## config.mk

```make
export PLATFORM = sky130hd
export DESIGN_NAME = color_sensor_emu
export DESIGN_NICKNAME = d
export VERILOG_FILES = /design/src/rtl/color_sensor_emu.sv
export SDC_FILE = /design/constraint.sdc
export NUM_CORES = 1
export LEC_CHECK = 0
export ABC_AREA = 1
export BUFFER_PORTS_ARGS = -buffer_cell sky130_fd_sc_hd__buf_4
export CAP_MARGIN = 10
export CORE_MARGIN = 2
export CORE_UTILIZATION = 60
export DETAILED_ROUTE_END_ITERATION = 8
export GPL_TIMING_DRIVEN = 0
export PLACE_DENSITY = 0.81
export SETUP_SLACK_MARGIN = 0.05
export SLEW_MARGIN = 20
export SYNTH_ARGS = -nofsm -noshare
export SYNTH_HDL_FRONTEND = slang
export SYNTH_SLANG_ARGS = --single-unit
```

## constraint.sdc

```tcl
create_clock -name clk_clk -period 2.63 [get_ports clk_clk]
set_clock_uncertainty 0.1 [all_clocks]
set_input_delay 0.526 -clock clk_clk [delete_from_list [all_inputs] [get_ports clk_clk]]
set_output_delay 0.526 -clock clk_clk [all_outputs]
set_load 0.01 [all_outputs]
```

## src/rtl/color_sensor_emu.sv

```systemverilog
// Stand-in for a TCS3200-style colour sensor: emits a square wave whose half-period is
// selected by the synchronized filter lines, and counts measurement strobes.
module color_sensor_emu #(
   parameter int HP_W   = 16,
   parameter int SETTLE = 4
) (
   input  logic            clk_clk,
   input  logic            reset_reset,
   input  logic [1:0]      s_ctrl,
   input  logic            get_it,
   output logic            in_sq,
   input  logic            cfg_we,
   input  logic [1:0]      cfg_sel,
   input  logic [HP_W-1:0] cfg_data,
   output logic [1:0]      active_ch,
   output logic            settling,
   output logic [7:0]      meas_count
);

   localparam int SW = $clog2(SETTLE + 1);

   typedef enum logic [1:0] {ST_SETTLE, ST_RUN, ST_DARK} state_t;

   state_t                r_state, w_state_nx;
   logic [HP_W-1:0]       r_cnt, w_cnt_nx;
   logic [SW-1:0]         r_scnt, w_scnt_nx;
   logic                  r_sq, w_sq_nx;
   logic [1:0]            r_ch, w_ch_nx;
   logic [1:0]            r_sel_m, r_sel_s;
   logic                  r_get_m, r_get_s, r_get_d;
   logic [7:0]            r_meas;
   logic [3:0][HP_W-1:0]  r_hp;
   logic [HP_W-1:0]       w_hp_act;

   assign w_hp_act   = r_hp[r_ch];
   assign in_sq      = r_sq;
   assign active_ch  = r_ch;
   assign settling   = (r_state == ST_SETTLE);
   assign meas_count = r_meas;

   always_ff @(posedge clk_clk) begin
      if (reset_reset) begin
         r_sel_m <= 2'b00;
         r_sel_s <= 2'b00;
         r_get_m <= 1'b0;
         r_get_s <= 1'b0;
         r_get_d <= 1'b0;
         r_meas  <= 8'd0;
         r_hp[0] <= HP_W'(100);
         r_hp[1] <= HP_W'(200);
         r_hp[2] <= HP_W'(50);
         r_hp[3] <= HP_W'(150);
      end else begin
         r_sel_m <= s_ctrl;
         r_sel_s <= r_sel_m;
         r_get_m <= get_it;
         r_get_s <= r_get_m;
         r_get_d <= r_get_s;
         if (r_get_s && !r_get_d)
            r_meas <= r_meas + 8'd1;
         if (cfg_we)
            r_hp[cfg_sel] <= cfg_data;
      end
   end

   always_ff @(posedge clk_clk) begin
      if (reset_reset) begin
         r_state <= ST_SETTLE;
         r_scnt  <= SW'(SETTLE);
         r_cnt   <= '0;
         r_sq    <= 1'b0;
         r_ch    <= 2'b00;
      end else begin
         r_state <= w_state_nx;
         r_scnt  <= w_scnt_nx;
         r_cnt   <= w_cnt_nx;
         r_sq    <= w_sq_nx;
         r_ch    <= w_ch_nx;
      end
   end

   always_comb begin
      w_state_nx = r_state;
      w_scnt_nx  = r_scnt;
      w_cnt_nx   = r_cnt;
      w_sq_nx    = r_sq;
      w_ch_nx    = r_ch;
      // A filter change pre-empts everything, including a toggle due this cycle.
      if (r_sel_s != r_ch) begin
         w_ch_nx    = r_sel_s;
         w_state_nx = ST_SETTLE;
         w_scnt_nx  = SW'(SETTLE);
         w_sq_nx    = 1'b0;
      end else begin
         case (r_state)
            ST_SETTLE: begin
               w_sq_nx   = 1'b0;
               w_scnt_nx = r_scnt - SW'(1);
               if (r_scnt <= SW'(1)) begin
                  if (w_hp_act != '0) begin
                     w_state_nx = ST_RUN;
                     w_cnt_nx   = w_hp_act;
                  end else begin
                     w_state_nx = ST_DARK;
                  end
               end
            end
            ST_RUN: begin
               // Reload samples hp only at the half-period boundary.
               if (r_cnt <= HP_W'(1)) begin
                  w_cnt_nx = w_hp_act;
                  if (w_hp_act == '0) begin
                     w_state_nx = ST_DARK;
                     w_sq_nx    = 1'b0;
                  end else begin
                     w_sq_nx = ~r_sq;
                  end
               end else begin
                  w_cnt_nx = r_cnt - HP_W'(1);
               end
            end
            ST_DARK: begin
               w_sq_nx = 1'b0;
               if (w_hp_act != '0) begin
                  w_state_nx = ST_RUN;
                  w_cnt_nx   = w_hp_act;
               end
            end
            default: begin
               w_state_nx = ST_SETTLE;
               w_scnt_nx  = SW'(SETTLE);
               w_sq_nx    = 1'b0;
            end
         endcase
      end
   end

endmodule
```

==> results of run 1 <==
## cells in the mapped netlist, types with 3 or more instances
cell        n  area (µm²)
nand2_2     3        18.8
inv_1      41         154
a21oi_1    13        65.1
nand3_1    56         280
ha_1        8         100
nor2_1    175         657
o21ai_0    73         365
dfxtp_1   103        2060
clkbuf_1   17        63.8
xor2_1      8        70.1
nand2_1   189         709
buf_6       6        67.6
xnor2_1     5        43.8
buf_2       8        40.0
nor3_1     11        55.1
## what timing repair did
action / 4_1_cts / 5_1_grt
setup endpoints to repair: 0 / 6
hold buffers: 0 / 0
gates resized for setup: 0 / 2
## sequential cells by signal, summed over array words and instances (netlist names), 2 cells and up
register,count
r_hp,64
active_ch,2
r_sel_m,2
r_state,2
meas_count,8
r_scnt,3
r_sel_s,2
r_cnt,16
## kinds of logic after synthesis
group                      share of synthesized area [%]
AOI/OAI and AO/OA                                   9.56
xor gates and xnor gates                            2.33
adders and majority gates                           2.05
buffers and inverters                               7.15
DFF                                                 42.2
and+or+nand+nor                                     36.7
## tightest hold or removal path: stages
cell	delay (ps)
buf_4	80
inv_1	30
nor2_1	60
## power by group through the flow
| stage | Clock, W | Sequential [W] | Combinational (W) |
|---|---|---|---|
| after floorplan | 0 | 0.00189 | 0.00137 |
| after global placement | 0 | 0.00191 | 0.00170 |
| after detailed placement | 0 | 0.00192 | 0.00174 |
| after CTS | 0.00102 | 0.00188 | 0.00175 |
| after global routing | 0.00109 | 0.00191 | 0.00203 |
| final | 0.00101 | 0.00189 | 0.00177 |
## per-layer routing
| metal | vias up | wire length (µm) |
|---|---|---|
| met5 | - | 0 |
| met4 | 0 | 392 |
| met3 | 41 | 1120 |
| met2 | 199 | 6230 |
| met1 | 2167 | 5350 |
| li1 | 2411 | - |
## final cells by class
type                            instances  area [µm²]
Tap cell                              102         128
Clock buffer                            9         124
Sequential cell                       103        2060
Buffer                                 32         181
Fill cell                             687        2330
Inverter                               44         170
Multi-Input combinational cell        555        2470
Clock inverter                          7        78.8
Timing Repair Buffer                   35         263
## worst paths after layout
kind	from	end	cells after the start
max	active_ch[1]$_SDFFE_PP0P_	r_cnt[12]$_SDFFE_PP0P_	15
min	s_ctrl[1]	r_sel_m[1]$_SDFF_PP0_	3
max reg2reg	active_ch[1]$_SDFFE_PP0P_	r_cnt[12]$_SDFFE_PP0P_	15
min reg2reg	r_sel_m[0]$_SDFF_PP0_	r_sel_s[0]$_SDFF_PP0_	2
## metrics by stage
stage	total power (W)	setup WS [ps]	area, µm²	utilization (%)
after CTS	0.00465	239	5470	70.1
after detailed placement	0.00365	103	5270	67.5
after global routing	0.00503	70.4	5480	70.1
final	0.00467	234	5480	70.1
after global placement	0.00361	122	5270	67.5
after floorplan	0.00325	682	4880	-
==> qor.csv, run 1 <==
stage,metric,value,unit
clock_network,postcts setup bufs,0,
finish,final-stage net count,812,
yosys,post-synth cell types,29,
drt,DRT Wirelength,13100,µm
sta,WHS,224,ps
global_route,GRT overflow,0,
worst_setup_path,flop2flop setup slack,230,ps
yosys,Post-Syn Area,4880,µm²
drt,Avg Vias per Cell,5.43,
pwr,Net Switching,0.00187,W
drt,DR iter-0 viols,396,
yosys,register area share after synthesis,42.2,%
sta,setup TNS,0,ps
die,core footprint,7810,µm²
sta,Slew HR,40.2,%
place,PortBufs,35,
clock_network,Root Buffer,clkbuf_8,
drt,DR WL/cell,14.8,µm
sta,Final Max Slew Viols,0,
die,initial core utilization,62.5,%
clock_network,Inserted Clock Buffers,9,
worst_setup_path,Worst EP required,2820,ps
run_status,status,completed,
drt,DRC Markers,0,
worst_setup_path,crit path capture type,register,
pwr,Clock power frac,21.7,%
worst_setup_path,largest fanout on the critical path,10,
yosys,Most used DFF post-synth,dfxtp_1,
worst_setup_path,Crit Path Category,reg -> reg,
global_route,GR Util met3,6.42,%
finish,"commonest cells after routing, fill and taps aside","nand2_1, nor2_1, dfxtp_1",
yosys,Post-synth EDFFs,0,
place,Placed Instances,871,
global_route,met1 GRT Util,38.6,%
finish,final non-filler cell total,887,
sta,RSZ-0062 raised after global routing,false,
place,GP Congestion,0.946,
finish,Antenna Cells,0,
global_route,pin count of the biggest net entering global routing,22,
global_route,Top Usage Layer GRT,met2,
clock_network,clk sinks,103,
finish,share of layout cells above drive strength 1,9.68,%
yosys,synthesized flop and latch total,103,
global_route,antenna violations before repair,0,
sta,Final Hold Viols,0,
die,Row Count,32,
worst_setup_path,Worst Path Buf+Inv,5,
place,Post-DP HPWL,9260,µm
finish,"most common cell after layout, fill and taps aside",nand2_1,
drt,drt first pass iters,6,
sta,post-route minimum period,2400,ps
pwr,P_int,0.00280,W
global_route,GRT Overall Usage,31.4,%
sta,Fmax,417,MHz
worst_setup_path,startpoint class of the critical path,register,
drt,post-route ant nets,0,
yosys,asr flop ratio synth,0,%
die,die area,8870,µm²
drt,Vias,4818,
worst_setup_path,"slowest stage delay, CP",340,ps
clock_network,CTS tree,done,
pwr,Seq pwr share,40.4,%
pwr,Switching Share,40.1,%
pwr,"IR drop worst, VDD",0.435,mV
die,Die Ht,94.2,µm
global_route,GRT met2 Usage,54.0,%
finish,Area Growth Syn to Fin,12.2,%
global_route,vias in the first global route,4560,
sta,Tcrit/Tclk final,91.1,%
worst_setup_path,CP arrival,2580,ps
yosys,synth warn,0,
pwr,Pleak,2.55,nW
yosys,Post-Syn Instances,734,
die,number of I/O pins,36,
pwr,combinational share of power,37.9,%
global_route,first-pass GRT wire length,21500,µm
job,max cap viols,0,
sta,Worst-Margin Slew,890,ps
yosys,Syn Nets,766,
min_path,worst min-delay path class,in -> reg,
sta,Finish-stage setup viols,0,
clock_network,clk_lat worst skew,390,ps
die,die width,94.2,µm
worst_setup_path,CP max-delay cell,dfxtp_1,
clock_network,Clock transition at path regs,120,ps
clock_network,clk buf depth,2,
worst_setup_path,Crit path max-delay family,simple AND/OR/NAND/NOR gates,
pwr,PwrDens,852,nW/µm²
worst_setup_path,critical path cell sequence,buf_6 -> inv_4 -> buf_4 -> nand3_1 -> nand2_1 -> nand2_1 -> nor2_1 -> nand2_1 -> nor2_4 -> nand2_2 -> nand2_4 -> inv_2 -> buf_2 -> nor2_1 -> nor2_1,
clock_network,H-tree levels,3,
yosys,post-synthesis average cell area,6.65,µm²
(Power assumes the default switching activity.)
==> inputs of run 2 (changes only) <==
Clock period 2.63 ns to 2.7 ns, I/O delays scaled along.
==> run 2 against run 1 <==
Power decreased by 2.7%. Cell count unchanged. Global-route usage unchanged. Critical path type unchanged.
==> qor.csv, run 2 (same netlist as run 1, synthesis figures left out) <==
stage,metric,value,unit,change
run_status,status,completed,,
die,die area,8870,µm²,unchanged
drt,DR WL/cell,14.7,µm,-0.33%
pwr,Switching Share,40.0,%,-0.059 points
die,number of I/O pins,36,,unchanged
finish,fillers,687,,unchanged
global_route,GRT Overall Usage,31.4,%,unchanged
pwr,Clock power frac,21.7,%,about the same
sta,Finish-stage setup viols,0,,unchanged
pwr,PwrDens,830,nW/µm²,-2.7%
clock_network,CTS tree,done,,
sta,Tcrit/Tclk final,89.0,%,-2.0 points
sta,Fmax,416,MHz,-0.36%
sta,Final Hold Viols,0,,unchanged
drt,DR iter-0 viols,342,,-14%
sta,Worst-Margin Slew,850,ps,-39.9 ps
clock_network,H-tree levels,3,,unchanged
place,GP Congestion,0.946,,unchanged
global_route,pin count of the biggest net entering global routing,22,,unchanged
clock_network,clk sinks,103,,unchanged
global_route,GRT overflow,0,,unchanged
pwr,Net Switching,0.00182,W,-2.8%
finish,max reg flops,64,,unchanged
worst_setup_path,Worst EP required,2870,ps,+50 ps
clock_network,Clock transition at path regs,120,ps,about the same
worst_setup_path,CP max-delay cell,dfxtp_1,,
pwr,combinational share of power,37.9,%,about the same
worst_setup_path,Crit Path Category,reg -> reg,,
clock_network,Root Buffer,clkbuf_8,,
die,Row Count,32,,unchanged
clock_network,clk_lat worst skew,390,ps,about the same
worst_setup_path,startpoint class of the critical path,register,,
clock_network,clk buf depth,2,,unchanged
drt,DRC Markers,0,,unchanged
finish,Area Growth Syn to Fin,12.2,%,about the same
sta,Slew HR,42.9,%,+2.7 points
worst_setup_path,CP arrival,2580,ps,about the same
place,Placed Instances,871,,unchanged
sta,RSZ-0062 raised after global routing,false,,
global_route,vias in the first global route,4560,,unchanged
global_route,first-pass GRT wire length,21500,µm,unchanged
die,Die Ht,94.2,µm,unchanged
finish,"commonest cells after routing, fill and taps aside","nand2_1, nor2_1, dfxtp_1",,
pwr,Seq pwr share,40.5,%,about the same
finish,"most common cell after layout, fill and taps aside",nand2_1,,
finish,final-stage net count,812,,unchanged
pwr,Pleak,2.55,nW,about the same
die,die width,94.2,µm,unchanged
die,core footprint,7810,µm²,unchanged
min_path,worst min-delay path class,in -> reg,,
finish,Antenna Cells,0,,unchanged
die,initial core utilization,62.5,%,unchanged
finish,final non-filler cell total,887,,unchanged
place,Post-DP HPWL,9260,µm,unchanged
worst_setup_path,Worst Path Buf+Inv,4,,-1
clock_network,postcts setup bufs,0,,unchanged
clock_network,CTS resizes,0,,unchanged
clock_network,Inserted Clock Buffers,9,,unchanged
clock_network,Post-CTS Hold Buffers,0,,unchanged
finish,share of layout cells above drive strength 1,9.68,%,unchanged
drt,Vias,4840,,+0.46%
worst_setup_path,crit path capture type,register,,
finish,most flop-heavy register,r_hp,,
worst_setup_path,"slowest stage delay, CP",370,ps,+30 ps
worst_setup_path,critical path cell sequence,buf_6 -> buf_2 -> nand3_1 -> nand2_1 -> nand2_1 -> nor2_1 -> nand2_1 -> nor2_4 -> nand2_2 -> nand2_4 -> inv_2 -> buf_2 -> nor2_1 -> nor2_1,,
pwr,P_int,0.00272,W,-2.6%
drt,drt first pass iters,6,,unchanged
pwr,Power Total,0.00454,W,-2.7%
sta,post-route minimum period,2400,ps,+8.69 ps
job,max cap viols,0,,unchanged
drt,Avg Vias per Cell,5.46,,+0.46%
worst_setup_path,largest fanout on the critical path,10,,unchanged
place,PortBufs,35,,unchanged
global_route,antenna violations before repair,0,,unchanged
sta,Final Max Slew Viols,0,,unchanged
pwr,"IR drop worst, VDD",0.423,mV,-2.7%
sta,setup TNS,0,ps,unchanged
worst_setup_path,Crit path max-delay family,simple AND/OR/NAND/NOR gates,,
drt,DRT Wirelength,13100,µm,-0.33%
drt,post-route ant nets,0,,unchanged
## run 2: per-stage QoR
stage | utilization [%] | hold slack (ps) | worst slack [ps] | instance area [µm²]
floorplan | - | 288 | 752 | 4880
global placement | 67.5 | 290 | 178 | 5270
detailed placement | 67.5 | 296 | 159 | 5270
CTS | 70.1 | 240 | 309 | 5470
global route | 70.1 | 239 | 105 | 5470
finish | 70.1 | 245 | 296 | 5470
## run 2: cell type report
type	count	area [µm²]	share of cell area (%)
Multi-Input combinational cell	555	2470	45.1
Sequential cell	103	2060	37.7
Timing Repair Buffer	35	263	4.80
Buffer	32	179	3.27
Inverter	44	170	3.11
Tap cell	102	128	2.33
Clock buffer	9	124	2.26
Clock inverter	7	78.8	1.44
## run 2: worst paths after layout
kind	cells past startpoint	slack (ps)	to	start
setup / recovery	14	300	r_cnt[11]$_SDFFE_PP0P_	active_ch[1]$_SDFFE_PP0P_
hold reg to reg	2	310	r_sel_s[0]$_SDFF_PP0_	r_sel_m[0]$_SDFF_PP0_
hold / removal	3	240	r_sel_m[1]$_SDFF_PP0_	s_ctrl[1]
setup reg to reg	14	300	r_cnt[11]$_SDFFE_PP0P_	active_ch[1]$_SDFFE_PP0P_
## run 2: worst min-delay path, delay by kind of cell
family / cells / cell delay (ps)
and+or+nand+nor: 1 / 60
buffers and inverters: 2 / 110
## run 2: power by group through the flow
stage | logic (W) | registers (W) | clock network (W)
2_1_floorplan | 0.00133 | 0.00184 | 0
3_3_place_gp | 0.00166 | 0.00186 | 0
3_5_place_dp | 0.00169 | 0.00187 | 0
4_1_cts | 0.00171 | 0.00184 | 0.000993
5_1_grt | 0.00197 | 0.00186 | 0.00107
6_report | 0.00172 | 0.00184 | 0.000984
## run 2: routing by layer
layer | part of all wire, % | track usage [%] | vias to the layer above
met5 | 0 | 0 | -
met4 | 2.4 | 11.8 | 0
met3 | 8.7 | 6.42 | 35
met2 | 48 | 54.0 | 225
met1 | 41 | 38.6 | 2165
li1 | - | - | 2415
